===== config.mk =====
export PLATFORM = sky130hd
export DESIGN_NAME = pixel_readout
export DESIGN_NICKNAME = d
export VERILOG_FILES = /design/src/rtl/pixel_readout_pkg.sv /design/src/rtl/pixel_readout.sv
export SDC_FILE = /design/constraint.sdc
export NUM_CORES = 1
export LEC_CHECK = 0
export CORE_ASPECT_RATIO = 0.6
export CORE_UTILIZATION = 48
export CTS_BUF_LIST = sky130_fd_sc_hd__clkbuf_8 sky130_fd_sc_hd__clkbuf_16
export DETAILED_ROUTE_END_ITERATION = 10
export GPL_TIMING_DRIVEN = 0
export HOLD_SLACK_MARGIN = 0.06
export PLACE_DENSITY = 0.79
export SYNTH_ARGS = -nofsm -noshare
export SYNTH_HDL_FRONTEND = slang
export SYNTH_SLANG_ARGS = --single-unit

===== constraint.sdc =====
create_clock -name clk -period 2.5 [get_ports clk]
set_input_delay 0.375 -clock clk [delete_from_list [all_inputs] [get_ports clk]]
set_output_delay 0.375 -clock clk [all_outputs]
set_load 0.005 [all_outputs]

===== src/rtl/pixel_readout_pkg.sv =====
// Shared configuration and types for the pixel array readout path.
package pixel_readout_pkg;

  localparam int unsigned PIXEL_ARRAY_HEIGHT = 2;
  localparam int unsigned PIXEL_ARRAY_WIDTH  = 2;
  localparam int unsigned PIXEL_BITS         = 8;

  typedef enum logic [1:0] {
    IDLE,
    SELECT,
    STREAM,
    DONE
  } readout_state_t;

  typedef logic [PIXEL_BITS-1:0] pixel_t;

endpackage


===== src/rtl/pixel_readout.sv =====
// Row-by-row readout controller: strobes one row, waits for the column bus to
// settle, latches the row, then streams its pixels over valid/ready.
module pixel_readout
  import pixel_readout_pkg::*;
#(
  parameter int unsigned HEIGHT        = PIXEL_ARRAY_HEIGHT,
  parameter int unsigned WIDTH         = PIXEL_ARRAY_WIDTH,
  parameter int unsigned BITS          = PIXEL_BITS,
  parameter int unsigned SETTLE_CYCLES = 2
) (
  input  logic                          clk,
  input  logic                          reset,
  input  logic                          start,
  input  logic                          abort,
  output logic [HEIGHT-1:0]             READ,
  input  logic [WIDTH-1:0][BITS-1:0]    DATA_IN,
  output logic [BITS-1:0]               pix_data,
  output logic                          pix_valid,
  input  logic                          pix_ready,
  output logic [((HEIGHT > 1) ? $clog2(HEIGHT) : 1)-1:0] pix_row,
  output logic [((WIDTH > 1) ? $clog2(WIDTH) : 1)-1:0]   pix_col,
  output logic                          pix_last,
  output logic                          busy,
  output logic                          done
);

  localparam int unsigned RW = (HEIGHT > 1) ? $clog2(HEIGHT) : 1;
  localparam int unsigned CW = (WIDTH > 1) ? $clog2(WIDTH) : 1;
  localparam int unsigned SW = 4;

  readout_state_t             state_q, state_d;
  logic [RW-1:0]              row_q, row_d;
  logic [CW-1:0]              col_q, col_d;
  logic [SW-1:0]              settle_q, settle_d;
  logic [WIDTH-1:0][BITS-1:0] buf_q, buf_d;
  logic [HEIGHT-1:0]          read_q, read_d;
  logic [BITS-1:0]            data_q, data_d;
  logic                       valid_q, valid_d;
  logic                       last_q, last_d;
  logic                       busy_q, busy_d;
  logic                       done_q, done_d;

  // State and output registers; reset clears everything including the row buffer.
  always_ff @(posedge clk or posedge reset) begin
    if (reset) begin
      state_q  <= IDLE;
      row_q    <= '0;
      col_q    <= '0;
      settle_q <= '0;
      buf_q    <= '0;
      read_q   <= '0;
      data_q   <= '0;
      valid_q  <= 1'b0;
      last_q   <= 1'b0;
      busy_q   <= 1'b0;
      done_q   <= 1'b0;
    end else begin
      state_q  <= state_d;
      row_q    <= row_d;
      col_q    <= col_d;
      settle_q <= settle_d;
      buf_q    <= buf_d;
      read_q   <= read_d;
      data_q   <= data_d;
      valid_q  <= valid_d;
      last_q   <= last_d;
      busy_q   <= busy_d;
      done_q   <= done_d;
    end
  end

  // Next-state logic; outputs are computed one cycle ahead so they leave registers.
  always_comb begin
    state_d  = state_q;
    row_d    = row_q;
    col_d    = col_q;
    settle_d = settle_q;
    buf_d    = buf_q;
    read_d   = read_q;
    data_d   = data_q;
    valid_d  = valid_q;
    last_d   = last_q;
    done_d   = 1'b0;

    unique case (state_q)
      IDLE: begin
        if (start && !abort) begin
          state_d  = SELECT;
          row_d    = '0;
          col_d    = '0;
          settle_d = '0;
          read_d   = HEIGHT'(1);
        end
      end
      SELECT: begin
        if (settle_q == SW'(SETTLE_CYCLES - 1)) begin
          // Capture on the last strobed cycle, while READ is still high.
          buf_d    = DATA_IN;
          state_d  = STREAM;
          read_d   = '0;
          settle_d = '0;
          valid_d  = 1'b1;
          data_d   = DATA_IN[col_q];
          last_d   = (row_q == RW'(HEIGHT - 1)) && (col_q == CW'(WIDTH - 1));
        end else begin
          settle_d = settle_q + SW'(1);
        end
      end
      STREAM: begin
        if (pix_ready) begin
          if (col_q != CW'(WIDTH - 1)) begin
            col_d  = col_q + CW'(1);
            data_d = buf_q[col_d];
            last_d = (row_q == RW'(HEIGHT - 1)) && (col_d == CW'(WIDTH - 1));
          end else if (row_q != RW'(HEIGHT - 1)) begin
            col_d   = '0;
            row_d   = row_q + RW'(1);
            state_d = SELECT;
            read_d  = HEIGHT'(1) << row_d;
            valid_d = 1'b0;
            last_d  = 1'b0;
          end else begin
            state_d = DONE;
            valid_d = 1'b0;
            last_d  = 1'b0;
            done_d  = 1'b1;
          end
        end
      end
      DONE: begin
        state_d = IDLE;
        row_d   = '0;
        col_d   = '0;
      end
      default: state_d = IDLE;
    endcase

    // Abort overrides everything, including a handshake in the same cycle.
    if (abort && (state_q != IDLE)) begin
      state_d  = IDLE;
      row_d    = '0;
      col_d    = '0;
      settle_d = '0;
      read_d   = '0;
      valid_d  = 1'b0;
      last_d   = 1'b0;
      done_d   = 1'b0;
    end

    busy_d = (state_d != IDLE);
  end

  assign READ      = read_q;
  assign pix_data  = data_q;
  assign pix_valid = valid_q;
  assign pix_row   = row_q;
  assign pix_col   = col_q;
  assign pix_last  = last_q;
  assign busy      = busy_q;
  assign done      = done_q;

endmodule


# Word level (Yosys, flattened, before mapping)
# Index checks and enable logic that the tools add are counted.
[op_classes] addsub=3 order_cmp=2 eq_ne=12 n_shift=1 n_mux=51 reduce_logical=21
[op_table] cell="8-bit two-way mux" count=7
[op_table] cell="2-bit two-way mux" count=12
[op_table] cell="1-bit two-way mux" count=21
[op_table] cell="8-bit one-hot mux with 2 select lines" count=1
[op_table] cell="3-bit inequality test (second input constant)" count=5
[op_table] cell="4-bit two-way mux" count=3
[op_table] cell="4-bit AND reduction" count=3
[op_table] cell="2-bit one-hot mux with 4 select lines" count=1
[op_table] cell="4-bit one-hot mux with 2 select lines" count=1
[op_table] cell="4-bit nonzero test" count=2
[op_table] cell="2-bit inequality test (second input constant)" count=3
[op_table] cell="1-bit one-hot mux with 3 select lines" count=2
[op_table] cell="2-bit one-hot mux with 3 select lines" count=1
[op_table] cell="3-bit AND reduction" count=2
[op_table] cell="6-bit AND reduction" count=1
[op_table] cell="2-bit nonzero test" count=3
[op_table] cell="3-bit nonzero test" count=2
[op_table] cell="4-bit by 1-bit adder with 4-bit output (second input constant)" count=1
[op_table] cell="2-bit == test (second input constant)" count=2
[op_table] cell="4-bit by 1-bit == test with 1-bit output (second input constant)" count=1
[op_table] cell="1-bit logical AND" count=4
[op_table] cell="1-bit by 2-bit less-than comparator with 1-bit output (second input constant)" count=2
[op_table] cell="1-bit one-hot mux with 2 select lines" count=2
[op_table] cell="2-bit AND reduction" count=2
[op_table] cell="5 further kinds" count=6
[totals] ff_bits=38 in_bits=21 elab_cells=102

# Depth between registers and ports, before layout
# Gate-level depths: netlist of the first run.
[depth] depth_word=7 mapped_depth=8

# Worst setup path after synthesis of the first run
# Ideal clock, no wire load.
[synth_path] path_type="register -> register" from="reg state_q[0]" to="reg data_q[0] (netlist: pix_data[0])" setup_time_ns=0.125 arrival_time_ns=1.750 required_time_ns=2.375 path_slack_ns=0.625 path_stages_with_launch=8 period_less_slack_ns=1.875 cell_sequence="dfrtp_1 > inv_1 > ha_1 > buf_2 > nand2_1 > or2_2 > a21oi_4 > mux2_2"
[synth_via] elab_chain_cells=3 elab_cells_between_ends=8 cone_classes="eq/ne: 5; mux: 1; reduce/logical: 2"
[synth_lines] item="start, declared" line="pixel_readout.sv:31" rtl="readout_state_t state_q, state_d;"
[synth_lines] item="start signal, assigned" line="pixel_readout.sv:58" rtl="state_q <= state_d;"
[synth_lines] item="2-bit by 1-bit == test with 1-bit output / 2-bit == test (equally long branches)" line="pixel_readout.sv:85" rtl="unique case (state_q)"
[synth_lines] item="2-bit inequality test (no line) / 2-bit nonzero test (equally long branches)"
[synth_lines] item="4-bit AND reduction (no line)"
[synth_lines] item="end signal, assigned" line="pixel_readout.sv:64" rtl="data_q <= data_d;"
[synth_lines] item="end, declared" line="pixel_readout.sv:37" rtl="logic [BITS-1:0] data_q, data_d;"
# Several ways; a longest one is shown, not always the timed one.
# A chain may end at the register's enable or synchronous reset.

# Worst setup path after layout of the first run
[layout_path] from="reg state_q[0]" to="reg data_q[6] (netlist: pix_data[6])"
# The elaborated chain is that of the path after synthesis.

==> metrics.cfg, run 1 <==
[route]
wl_um=4060
drt_iter0_drc=77
drc=3
first_pass_iters=7
post_drt_wl_per_cell_um=16.24
vias_per_cell=5.708
vias=1427
ant_nets=0

[grt]
grt_usage_pct=21.03
grt_max_degree=39
grt_overflow=0
antenna_found_initial=0
first_global_vias=1421
grt_first_pass_wirelength_um=6789

[placement]
hpwl_um=3027
place_congestion=0.8319
port_buffers=36
placed_cell_area_mm2=0.002402

[final_layout]
final_area_mm2=0.002509
layout.nets=229
drive_gt1_share_pct=27.59
final_cell_mix=dfrtp_1 (38), clkdlybuf4s50_1 (36), mux2_2 (26)
area_growth_pct=26.50
num_antenna_cells=0
final_common_cell=dfrtp_1

[floorplan]
core_area_mm2=0.003807
rows=17
ios=37
dieArea_mm2=0.004401
start_util_pct=52.09
fp.dieH_um=51.79
die_w_um=84.98

[sta]
min_period_over_period_pct=86.47
slew_violations=0
tightest_slew_ps=759.8
rsz0062_at_grt=false
period_needed_ps=2162
hold_ws_ps=502.1
slew_headroom_pct=49.27
setup-tns-final_ps=0
fin_worst_skew_ps=7.443
hold_violations=0
setup-violations-final=0
fmaxAchievable_mhz=462.6

[setup_path]
worstPathCellList=inv_1 -> ha_1 -> buf_2 -> nand2_1 -> or2_2 -> a21oi_4 -> mux2_2
critPathCaptureType=flop
crit_slowest_cell=dfrtp_1
worst_r2r_endpoint=pix_data[6]
crit_type=flop to flop
max_stage_delay_ps=430
cp.required_ps=2670
worst_ep_arrival_time_ps=2330
reg2reg_slack_ps=340
startpoint=state_q[0]
cp-start-kind=flop
rr_worst_depth=7
critPathMaxFanout=8
r2r_start=state_q[0]

[clock_network]
clock-sinks=38
post_cts_buffers=0
cts_buffers=5
postCtsHoldBufs=0
cts-root-buf=clkbuf_8
htree_levels=2
clk_latency_ps=290
clk_pin_slew_ps=70
postCtsResizedCells=0
cts_tree=yes
ctsLongestPathBuffers=2

[synthesis]
synth_edf_count=0
ys.flop_type=dfrtp_1
syn_area_mm2=0.001983
yosys_warnings=0
ys_seq_elements=38
syn_avg_cell_area_um2=12.47
synth_cell_type_count=38
synth-async-reset-ratio_pct=100.0
synth_fp_nets=186
postSynthCellCount=159
yosysSeqAreaShare_pct=47.95

[run_status]
violations=DRC
status=complete, but fails checks

[hold_path]
min_to=buf_q[8]
min_from=buf_q[8]
holdPathStages=1
hp-class=flop to flop

[run]
maxCapViolCount=0

[power_and_ir_drop]
peakVddDrop_v=0.0004434
p_per_area_mw_per_mm2=1063
finalPower_mw=2.666
leakage_nw=1.048

-- synth_stat cells, types with 2 or more instances --
library cell	count	area (um^2)
buf_2	5	25.02
dfrtp_1	38	950.9
nand2_1	8	30.03
nand2b_1	5	31.28
a22oi_1	2	15.01
ha_1	6	75.07
buf_4	3	22.52
mux4_2	8	180.2
and2_1	2	12.51
nand3b_1	2	15.01
or2_2	3	18.77
inv_1	6	22.52
mux2_2	26	292.8
nand3_1	3	15.01
o31ai_1	2	15.01
a21oi_1	6	30.03
nor2_1	7	26.28
o21ai_0	7	35.03
-- logic make-up (layout without fill, tap and decap cells) --
| kind of cell | Yosys count | count (layout) | synth area share (%) |
|---|---|---|---|
| XOR/XNOR | 1 | 1 | 0.4417 |
| AND/OR/NAND/NOR | 36 | 36 | 9.905 |
| flip-flops | 38 | 38 | 47.95 |
| multiplexers | 35 | 35 | 24.35 |
| AO/OA/AOI/OAI | 28 | 28 | 9.843 |
| buffers and inverters | 15 | 59 | 3.722 |
| adder cells (fa/ha/maj) | 6 | 6 | 3.785 |
-- per-stage QoR --
stage                     setup slack (ps)  instances  util, %
after floorplan                      625.5        159        -
after global placement               306.4        242    63.10
after detailed placement             274.5        242    63.10
after CTS                            304.5        250    65.89
after global routing                 203.1        250    65.89
final                                338.1        250    65.89
-- where the power goes --
group,switching (mW),internal (mW),leakage [nW],total [mW]
combinational,0.467,0.681,0.517,1.15
sequential,0.146,0.874,0.470,1.02
clock,0.207,0.290,0.0607,0.497
total,0.820,1.85,1.05,2.67
-- worst max-delay path: cells and delay by family (launching register included) --
kind	cells	cell delay, ps
compound gates	1	330
mux	1	380
buf+inv	2	350
fa+ha+maj	1	150
flops	1	430
simple gates	2	410
-- flip-flops by register name, indices dropped and copies added (netlist names) --
register and count:
READ 2, buf_q 16, busy 1, done 1, pix_col 1, pix_data 8, pix_last 1, pix_row 1
pix_valid 1, settle_q 4, state_q 2
-- worst max path at each step --
stage                              to  depth (start not counted)  slack, ps
final                     pix_data[6]                          7        340
after global routing      pix_data[6]                          7        200
after CTS                 pix_data[6]                          7        300
after detailed placement  pix_data[0]                          5        270
after global placement    pix_data[5]                          5        310
after floorplan           pix_data[0]                          7        630
-- final cells by class --
| class | count | area [um^2] |
|---|---|---|
| Clock buffer | 5 | 68.82 |
| Inverter | 6 | 22.52 |
| Multi-Input combinational cell | 106 | 958.4 |
| Sequential cell | 38 | 950.9 |
| Tap cell | 47 | 58.81 |
| Clock inverter | 3 | 37.54 |
| Timing Repair Buffer | 36 | 360.3 |
| Fill cell | 279 | 1299 |
| Buffer | 9 | 51.30 |
-- per-layer routing --
metal / routed length [um] / GRT usage (%)
met1: 1994 / 29.65
met2: 1777 / 31.72
met3: 251 / 5.397
met4: 36 / 7.627
met5: 0 / 0
Power figures use the tool's default switching activity.
==> run 2: changes to the inputs <==
Settings changed: CTS_BUF_LIST sky130_fd_sc_hd__clkbuf_8 sky130_fd_sc_hd__clkbuf_16 to not set, PLACE_DENSITY 0.79 to 0.76.
==> run 2 against run 1 <==
Effect of this change:
- the flow still finishes with violations (DRC)
- via count increased by 3.4%
- global-route usage increased by 1.7 points
- sequential share of layout area decreased by 0.87 points
- utilization increased by 1.5 points
==> metrics.cfg, run 2 (synthesis gave the netlist of run 1 again) <==
[clock_network]
ctsLongestPathBuffers=2  ; unchanged
clk_pin_slew_ps=80  ; about the same
clk_latency_ps=290  ; about the same
htree_levels=2  ; unchanged
cts_tree=yes
postCtsHoldBufs=0  ; unchanged
postCtsResizedCells=0  ; unchanged
cts_buffers=5  ; unchanged
clock-sinks=38  ; unchanged
cts-root-buf=clkbuf_8
post_cts_buffers=0  ; unchanged

[grt]
antenna_found_initial=0  ; unchanged
grt_first_pass_wirelength_um=7334  ; +8.0%
grt_usage_pct=22.73  ; +1.7 points
grt_max_degree=23  ; -41%
grt_overflow=0  ; unchanged
first_global_vias=1474  ; +3.7%

[final_layout]
fillers=285  ; +2.2%
drive_gt1_share_pct=28.43  ; +0.85 points
regArea_um2=950.9  ; unchanged
num_antenna_cells=0  ; unchanged
final_common_cell=dfrtp_1
area_growth_pct=29.46
regMostFlops=buf_q
largest_reg_flops=16  ; unchanged
final_cell_mix=dfrtp_1 (38), clkdlybuf4s50_1 (36), mux2_2 (26)
multi_input_area_um2=958.4  ; unchanged
layout.nets=230  ; +0.44%

[route]
wl_um=4483  ; +10%
first_pass_iters=7  ; unchanged
ant_nets=0  ; unchanged
vias_per_cell=5.880  ; +3.0%
drc=2  ; -1
drt_iter0_drc=141  ; +83%
vias=1476  ; +3.4%
post_drt_wl_per_cell_um=17.86  ; +10%

[run_status]
violations=DRC
status=complete, but fails checks

[sta]
rsz0062_at_grt=false
fin_worst_skew_ps=10.20  ; +2.755 ps
slew_headroom_pct=51.76  ; +2.5 points
min_period_over_period_pct=86.84  ; +0.36 points
setup-tns-final_ps=0  ; unchanged
fmaxAchievable_mhz=460.6  ; -0.42%
period_needed_ps=2171  ; +9.115 ps
hold_ws_ps=491.4  ; -10.78 ps
setup-violations-final=0  ; unchanged
slew_violations=0  ; unchanged
hold_violations=0  ; unchanged
tightest_slew_ps=722.8  ; -36.97 ps

[floorplan]
die_w_um=84.98  ; unchanged
ios=37  ; unchanged
core_area_mm2=0.003807  ; unchanged
dieArea_mm2=0.004401  ; unchanged
start_util_pct=52.09  ; unchanged
rows=17  ; unchanged
fp.dieH_um=51.79  ; unchanged

[run]
maxCapViolCount=0  ; unchanged

[setup_path]
worst_r2r_endpoint=buf_q[6]
crit_type=flop to flop
reg2reg_slack_ps=330  ; about the same
endpoint=buf_q[6]
critPathMaxFanout=10  ; +2
rr_worst_depth=7  ; unchanged
cp-start-kind=flop
worst_ep_arrival_time_ps=2350  ; +20 ps
startpoint=state_q[1]
r2r_start=state_q[1]
cp.required_ps=2680  ; about the same
critPathCaptureType=flop

[power_and_ir_drop]
leakage_nw=1.070  ; +2.0%
p_per_area_mw_per_mm2=1104  ; +3.8%
peakVddDrop_v=0.0005347  ; +21%

[hold_path]
hp-class=input port to async pin

[placement]
port_buffers=36  ; unchanged
hpwl_um=3287  ; +8.6%
place_congestion=0.8658  ; +4.1%

-- run 2: cell count changes in the layout (fill, tap and decap cells not counted), sizes merged --
| cell | change |
|---|---|
| buf | +1 |
| inv | -2 |
| clkinv | +1 |
| bufinv | +1 |
-- run 2: stage by stage --
step                      instances  instance area [um^2]  worst slack (ps)  utilization, %  power, mW
final                           251                  2567             329.0           67.43      2.833
after global routing            251                  2567             195.0           67.43      3.001
after CTS                       251                  2567             332.4           67.43      2.850
after detailed placement        243                  2430             296.4           63.82      2.208
after global placement          242                  2402             303.7           63.10      2.131
after floorplan                 159                  1983             625.5               -      1.751
-- run 2: worst min path at each step --
stage	endpoint	slack [ps]	cells past startpoint
after floorplan	buf_q[10]	480	1
after global placement	buf_q[7]	480	1
after detailed placement	buf_q[11]	490	1
after CTS	pix_data[5]	500	2
after global routing	buf_q[8]	530	1
final	pix_data[3]	490	2
-- run 2: layout make-up --
type | count | area share (%)
buffer | 9 | 1.998
multi-input combinational | 106 | 37.33
tap | 47 | 2.290
sequential | 38 | 37.04
inverter | 6 | 0.8772
timing repair buffer | 37 | 15.11
clock inverter | 3 | 2.680
clock buffer | 5 | 2.680
-- run 2: routing by layer --
metal | part of all wire [%] | wire, um | vias to the layer above | track usage [%]
met3 | 6.1 | 273 | 9 | 5.714
met2 | 46 | 2050 | 62 | 36.42
li1 | - | - | 662 | -
met4 | 1.2 | 55 | 0 | 6.215
met1 | 47 | 2104 | 743 | 31.24
met5 | 0 | 0 | - | 0
-- run 2: power by group --
| group | internal (mW) | switching [mW] |
|---|---|---|
| clock network | 0.400 | 0.229 |
| registers | 0.874 | 0.158 |
| logic | 0.685 | 0.487 |
-- run 2: critical path, stage by stage (launching register included) --
cell and delay, ps:
dfrtp_1 440, inv_1 110, ha_1 150, clkbuf_1 320, and2_1 190, buf_4 180
buf_2 290, mux2_2 380
